<file path="src/rtl/ahb_cmd_master.sv">
// ahb_cmd_master: turns one command at a time into a single non-pipelined
// AHB-Lite transfer and returns the result on a response handshake.
//
// Ports:
//   HCLK, HRESETn                         clock, synchronous active-low reset
//   cmd_valid/cmd_ready                   command handshake
//   cmd_write, cmd_addr, cmd_size, cmd_wdata
//                                         command fields, sampled on accept
//   rsp_valid/rsp_ready                   response handshake
//   rsp_rdata, rsp_err                    response payload
//   HADDR, HTRANS, HWRITE, HSIZE, HPROT, HWDATA
//                                         AHB-Lite master outputs
//   HREADY, HRDATA, HRESP                 AHB-Lite slave returns
module ahb_cmd_master #(
  parameter logic [3:0] HPROT_VAL = 4'b0011
) (
  input  logic        HCLK,
  input  logic        HRESETn,
  input  logic        cmd_valid,
  output logic        cmd_ready,
  input  logic        cmd_write,
  input  logic [31:0] cmd_addr,
  input  logic [2:0]  cmd_size,
  input  logic [31:0] cmd_wdata,
  output logic        rsp_valid,
  input  logic        rsp_ready,
  output logic [31:0] rsp_rdata,
  output logic        rsp_err,
  output logic [31:0] HADDR,
  output logic [1:0]  HTRANS,
  output logic        HWRITE,
  output logic [2:0]  HSIZE,
  output logic [3:0]  HPROT,
  output logic [31:0] HWDATA,
  input  logic        HREADY,
  input  logic [31:0] HRDATA,
  input  logic        HRESP
);

  typedef enum logic [1:0] {S_IDLE, S_ADDR, S_DATA, S_RESP} state_t;

  state_t      r_state, w_next;
  logic [31:0] r_haddr, r_hwdata, r_rdata;
  logic        r_hwrite, r_err;
  logic [2:0]  r_hsize;

  logic        w_accept, w_misal, w_capture;
  logic [31:0] w_wdata_rep, w_lane;

  assign w_accept  = cmd_valid && cmd_ready;
  assign w_capture = (r_state == S_DATA) && HREADY;

  // Alignment check on the incoming command; size codes above word are rejected.
  always_comb begin
    w_misal = 1'b0;
    case (cmd_size)
      3'd0:    w_misal = 1'b0;
      3'd1:    w_misal = cmd_addr[0];
      3'd2:    w_misal = (cmd_addr[1:0] != 2'b00);
      default: w_misal = 1'b1;
    endcase
  end

  // Replicate narrow write data across all byte lanes so any slave lane
  // decode picks up the right bytes.
  always_comb begin
    w_wdata_rep = cmd_wdata;
    case (cmd_size)
      3'd0:    w_wdata_rep = {4{cmd_wdata[7:0]}};
      3'd1:    w_wdata_rep = {2{cmd_wdata[15:0]}};
      default: w_wdata_rep = cmd_wdata;
    endcase
  end

  // Read lane extraction uses the registered address/size, not live cmd_*.
  always_comb begin
    w_lane = HRDATA;
    case (r_hsize)
      3'd0: begin
        case (r_haddr[1:0])
          2'd0:    w_lane = {24'd0, HRDATA[7:0]};
          2'd1:    w_lane = {24'd0, HRDATA[15:8]};
          2'd2:    w_lane = {24'd0, HRDATA[23:16]};
          default: w_lane = {24'd0, HRDATA[31:24]};
        endcase
      end
      3'd1:    w_lane = r_haddr[1] ? {16'd0, HRDATA[31:16]} : {16'd0, HRDATA[15:0]};
      default: w_lane = HRDATA;
    endcase
  end

  always_ff @(posedge HCLK) begin
    if (!HRESETn) r_state <= S_IDLE;
    else          r_state <= w_next;
  end

  always_comb begin
    w_next = r_state;
    case (r_state)
      S_IDLE: if (w_accept) w_next = w_misal ? S_RESP : S_ADDR;
      S_ADDR: if (HREADY)   w_next = S_DATA;
      S_DATA: if (HREADY)   w_next = S_RESP;
      S_RESP: if (rsp_ready) w_next = S_IDLE;
      default:              w_next = S_IDLE;
    endcase
  end

  always_ff @(posedge HCLK) begin
    if (!HRESETn) begin
      r_haddr  <= '0;
      r_hwrite <= 1'b0;
      r_hsize  <= '0;
      r_hwdata <= '0;
      r_rdata  <= '0;
      r_err    <= 1'b0;
    end else begin
      if (w_accept) begin
        if (w_misal) begin
          // Local reject: bus-side registers keep their previous values.
          r_rdata <= '0;
          r_err   <= 1'b1;
        end else begin
          r_haddr  <= cmd_addr;
          r_hwrite <= cmd_write;
          r_hsize  <= cmd_size;
          r_hwdata <= w_wdata_rep;
        end
      end
      if (w_capture) begin
        r_err   <= HRESP;
        r_rdata <= (!r_hwrite && !HRESP) ? w_lane : 32'd0;
      end
    end
  end

  assign cmd_ready = HRESETn && (r_state == S_IDLE);
  assign rsp_valid = (r_state == S_RESP);
  assign rsp_rdata = r_rdata;
  assign rsp_err   = r_err;
  assign HTRANS    = (r_state == S_ADDR) ? 2'b10 : 2'b00;
  assign HADDR     = r_haddr;
  assign HWRITE    = r_hwrite;
  assign HSIZE     = r_hsize;
  assign HWDATA    = r_hwdata;
  assign HPROT     = HPROT_VAL;

endmodule

</file>
<file path="config.mk">
export PLATFORM = sky130hd
export DESIGN_NAME = ahb_cmd_master
export DESIGN_NICKNAME = d
export VERILOG_FILES = /design/src/rtl/ahb_cmd_master.sv
export SDC_FILE = /design/constraint.sdc
export NUM_CORES = 1
export LEC_CHECK = 0
export ABC_CLOCK_PERIOD_IN_PS = 2000
export BUFFER_PORTS_ARGS = -buffer_cell sky130_fd_sc_hd__buf_2
export CAP_MARGIN = 20
export CORE_ASPECT_RATIO = 1.1
export CORE_MARGIN = 3
export CORE_UTILIZATION = 30
export CTS_CLUSTER_DIAMETER = 60
export DETAILED_ROUTE_END_ITERATION = 8
export PLACE_DENSITY = 0.6
export SETUP_SLACK_MARGIN = 0.15
export SYNTH_ARGS = -nofsm -noshare
export SYNTH_HDL_FRONTEND = slang
export SYNTH_SLANG_ARGS = --single-unit
export TNS_END_PERCENT = 10
</file>
<file path="constraint.sdc">
create_clock -name HCLK -period 2 [get_ports HCLK]
set_input_delay 0.2 -clock HCLK [delete_from_list [all_inputs] [get_ports HCLK]]
set_output_delay 0.2 -clock HCLK [all_outputs]
set_load 0.1 [all_outputs]
</file>
# Yosys cells after proc, flatten, opt, wreduce, memory -nomap -nowiden
# Cells that the tools add are included.
# Widths: inputs -> output; s select.
# totals
register_bits	103
inputBits	106
wordCells	55
output_inout_bits	109
# classes
bitwise_logic	1
n_eq_ne	12
mux	19
n_reduce_logical	16
# ops
operator	count
$mux 32	4
$pmux 32 s2	2
$pmux 8 s3	1
$mux 16	1
$mux 2	6
$pmux 2 s4	1
$eq 2x2->1 const B	3
$eq 3x1->1 const B	2
$logic_not 3->1	2
$ne 2x2->1 const B	3
$reduce_bool 2->1	3
$eq 2x1->1 const B	2
$logic_and 1x1->1	4
$logic_not 2->1	2
$reduce_and 2->1	2
$reduce_and 4->1	1
$eq 3x2->1 const B	1
$mux 1	3
$pmux 1 s3	1
$logic_not 1->1	2
$ne 2x1->1 const B	1
$not 1->1	1

# Depth between registers and ports, before layout
# logic_depth
depth_word	5
depth_mapped	8
ltp_nobuf	6

# Worst setup path after synthesis
# OpenSTA, ideal clock, no wires.
# synth_path
path_type	flip-flop to flip-flop
startpoint	reg r_hsize[0], in the netlist HSIZE[0]
endpoint	reg r_rdata[0], in the netlist rsp_rdata[0]
setup_ps	118
period_less_slack_ps	2169
t_arrival_ps	2052
t_required_ps	1882
slack_ps	-169
path_stages_with_launch	6
n_path_buf	1
path_cell_list	dfxtp_1 > clkbuf_1 > nand2b_1 > nand3_1 > o22a_1 > a22o_1
# synth_via
elab_chain_cells	4
elab_cells_between_ends	5
cone_classes	eq/ne (1); mux (3); reduce/logical (1)
# synth_lines
item	line_no	rtl
start: declaration	45	logic [2:0] r_hsize;
start signal: assignment	125	r_hsize <= cmd_size;
$eq 3x1->1 / $logic_not 3->1 (equally long branches)	78	case (r_hsize)
$pmux 32 s2 (*)	78	
$mux 32 (*)	131	r_rdata <= (!r_hwrite && !HRESP) ? w_lane : 32'd0;
$mux 32 (*)	129	if (w_capture) begin
end signal: assignment	131	
end: declaration	43	logic [31:0] r_haddr, r_hwdata, r_rdata;
# Mark *: on every way between the ends. The rest lies on a longest branch, timed or not.
# A chain may end at the register's enable or synchronous reset.

# Worst setup path after layout
# layout_path
startpoint	reg r_state[0]
endpoint	reg r_rdata[21], in the netlist rsp_rdata[21]
# layout_via
elab_chain_cells	5
elab_cells_between_ends	9
cone_classes	eq/ne (1); mux (1); reduce/logical (7)
# layout_lines
item	line_no	rtl
start: declaration	42	state_t r_state, w_next;
start signal: assignment	94	else r_state <= w_next;
$logic_not 2->1	136	assign cmd_ready = HRESETn && (r_state == S_IDLE);
$logic_and 1x1->1	136	
$logic_and 1x1->1	50	assign w_accept = cmd_valid && cmd_ready;
$reduce_bool 2->1 (no source line)	n/a	
$reduce_and 2->1 (no source line)	n/a	
# Several ways; a longest one is shown, not always the timed one.

==> results.md <==
* Status: completed
* Drt via density at 4.835
* Post-synthesis register bit count at 103
* Tcrit/Tclk final at between 90 and 100%
* Hold path depth at 3
* Hold_buf cts at 0
* H-Tree Depth at 3
* Worst path buffer plus inverter count at 2
* I/O pin count at 215
* Slew Limit Headroom at 48.38%
* Hold Vio Cnt, Final at 0
* Antenna violations before repair at 1
* Port buffer count at 209
* Critical path class: register to register
* Die height at 131.2 um
* Die width at between 100 and 150 um
* Core Box Area at 13850 um^2
* Hold slack at 36.87 ps
* Post-synth cell types at 36
* Worst slew pin tran at 774.2 ps
* Peak VDD IR at about 0.37 mV
* WHS Endpoint: HADDR[10]
* Die Area at 15710 um^2
* Post-route clock skew at roughly 6.8 ps
* Critical-path top delay cell: or4b_4
* Hold Path Class: input port to register
* Max-Cap Viols at 0
* Fmax at 0.5517 GHz
* Max FO, Critical Path at 18
* Post-route setup TNS at 0 ps
* Mapped cell area at 4273 um^2
* Worst path required time at 2290 ps
* Crit start category: register
* Max incr delay on CP at roughly 530 ps
* Iteration-0 DRC Markers at around 330
* Iteration count of the initial detailed-routing pass at 5
* Worst-path clk slew at 70 ps
* Starting Density at slightly above 30%
* Largest net degree at the start of global routing at 38
* Nets at a little under 800
* Worst EP arrival at 2100 ps
* Core Rows at 45
* Share of cells above drive strength 1 at 37.88%
* Power Density at 982.5 nW/um^2
* Root Driver: clkbuf_16
* DR vias at approximately 4200
* TritonCTS clock tree: yes
* TritonCTS Sinks at slightly above 100
* Number of global-route vias before repair at 4158
* Post-route ant nets at 0
* Max Root-Sink Buffers at 2
* Drc violations at 0
* Worst R2R Path Depth at 7
* RSZ-0062 raised after global routing: true
* GP Congestion at 0.8616
* Syn_area_per_cell at 8.846 um^2
* First-pass GRT wire length at around 22000 um
* GRT Total Usage at 16.94%
* Leak Pwr at 2.962 nW
* Worst Hold Launch: cmd_addr[10]
* Placement-stage cell area at 5533 um^2
* Crit path max-delay family: simple AND/OR/NAND/NOR gates
* Critical Path, Cell by Cell: inv_2, ha_4, nand2_2, or4b_4, buf_12, nor2_4, a22o_1
* Final instance area at 5931 um^2
* Final HPWL DP at roughly 11000 um
* Grt ovf at 0
* Number of buffers created by CTS at 9
* Ys Warns at 0
* Pins over their slew limit at 0
* Sequential-to-total area share from yosys stat at 48.26%
* WL final at 14030 um
* Area grow syn2layout at 38.80%
* Worst Setup End Kind: register
* Final min period at 1813 ps
* Clk Latency, worst-skew pair at 340 ps
* Setup violators final at 0
* RR Endpoint: rsp_rdata[21]
* Wire per inst at 15.97 um
* Worst reg2reg setup slack at 190 ps
* Worst R2R Start: r_state[0]
* Mapped Cells at 483
-- cell usage in the layout (no fill, tap or decap), drive strengths merged --
cell     synthesis  routed
o21bai           1       1
o21a             3       3
a31oi            9       9
mux2i           26      26
and4b            1       1
clkbuf          21      11
a22o            24      24
ha               5       5
or2              1       1
bufinv           0       1
o21ai           36      37
o2bb2ai         16      16
diode            0       1
buf             21     227
o22ai            1       1
dfxtp          103     103
nor2             5       6
and3             1       1
o22a             8       8
a21oi            4       4
conb             2       5
clkinv           0       1
nand2          107     107
a22oi            8       8
nor3             2       2
nand2b           9       9
a41oi            1       1
or4b             1       1
inv              5       8
and2             1       1
nand3           61      61
-- state kept, by name (all words and copies together) (netlist names) --
name and cells:
rsp_err 1, HADDR 32, r_state 2, HSIZE 3
HWDATA 32, HWRITE 1, rsp_rdata 32
-- worst max path at each step --
stage                          endpoint        from  slack (ps)  depth (start not counted)
after CTS                 rsp_rdata[23]  r_state[0]         180                          7
after global placement    rsp_rdata[29]  r_state[0]         140                          7
final                     rsp_rdata[21]  r_state[0]         190                          7
after detailed placement  rsp_rdata[26]  r_state[0]          70                          7
after global routing      rsp_rdata[21]  r_state[0]         110                          7
after floorplan            rsp_rdata[6]      HWRITE         120                          5
-- cells in the mapped netlist --
cell	count	share of area, %
and4b_1	1	0.23
o21ai_0	35	4.1
buf_4	5	0.88
o22a_1	8	1.6
o22ai_1	1	0.15
mux2i_1	26	6.1
and2_1	1	0.15
and3_1	1	0.15
or4b_1	1	0.23
a31oi_1	9	1.3
buf_6	2	0.53
clkbuf_1	21	1.8
a22oi_1	8	1.4
nand2_1	106	9.3
conb_1	2	0.18
nor3_4	1	0.38
o2bb2ai_1	16	3.3
nand2_2	1	0.15
or2_1	1	0.15
nor2_1	4	0.35
buf_2	9	1.1
buf_8	1	0.35
nor3_2	1	0.23
ha_1	5	1.5
o21a_1	3	0.53
buf_1	4	0.35
a22o_1	24	4.9
o21ai_1	1	0.12
a21oi_1	4	0.47
nor2_8	1	0.47
o21bai_1	1	0.18
nand2b_1	9	1.3
a41oi_1	1	0.21
dfxtp_1	103	48
nand3_1	61	7.1
inv_1	5	0.44
-- cell type report --
cell class	count	area (um^2)
clock buffers	11	252.7
repair buffers	227	1241
diodes	1	2.502
inverters	5	18.77
fillers	1417	7920
well taps	188	235.2
multi-input cells	338	2047
clock inverters	5	62.56
flip-flops and latches	103	2071
-- worst min-delay path, cell delays in order --
cell and delay (ps):
buf_2 70, nand2_1 40, nand2_1 40
-- cells by family (layout without fill, tap and decap cells) --
group | count (synthesis) | count (layout) | synth area share (%)
compound gates | 111 | 112 | 18.30
fa+ha+maj | 5 | 5 | 1.464
buf+inv | 47 | 248 | 5.446
flops | 103 | 103 | 48.26
mux | 26 | 26 | 6.091
other cells | 2 | 6 | 0.1758
simple gates | 189 | 190 | 20.26
-- repair_timing --
action,CTS,global route
setup buffers,0,3
gates cloned,1,1
gates resized for setup,6,4
setup endpoints to repair,19,59
pin swaps,2,1
-- stage by stage --
stage | power, mW | setup WS [ps] | std cells | utilization, %
4_1_cts | 5.860 | 177.1 | 873 | 42.44
3_3_place_gp | 3.965 | 139.3 | 856 | 39.95
5_1_grt | 6.076 | 107.2 | 878 | 42.82
2_1_floorplan | 3.588 | 122.9 | 486 | -
6_report | 5.827 | 187.4 | 878 | 42.82
3_5_place_dp | 3.986 | 68.10 | 856 | 39.95
-- routing by layer --
layer | GRT usage [%] | share of wire (%) | up-vias
met5 | 0 | 0 | -
li1 | - | - | 2097
met4 | 6.302 | 1.9 | 0
met3 | 4.649 | 7.1 | 15
met2 | 27.39 | 47 | 171
met1 | 21.55 | 44 | 1962
-- power breakdown --
part	switching, mW	total [mW]	internal [mW]	leakage (nW)
Clock	0.810	1.86	1.05	0.157
Sequential	0.0755	2.24	2.16	0.836
Combinational	1.34	1.72	0.389	1.97
(Power assumes the default switching activity.)
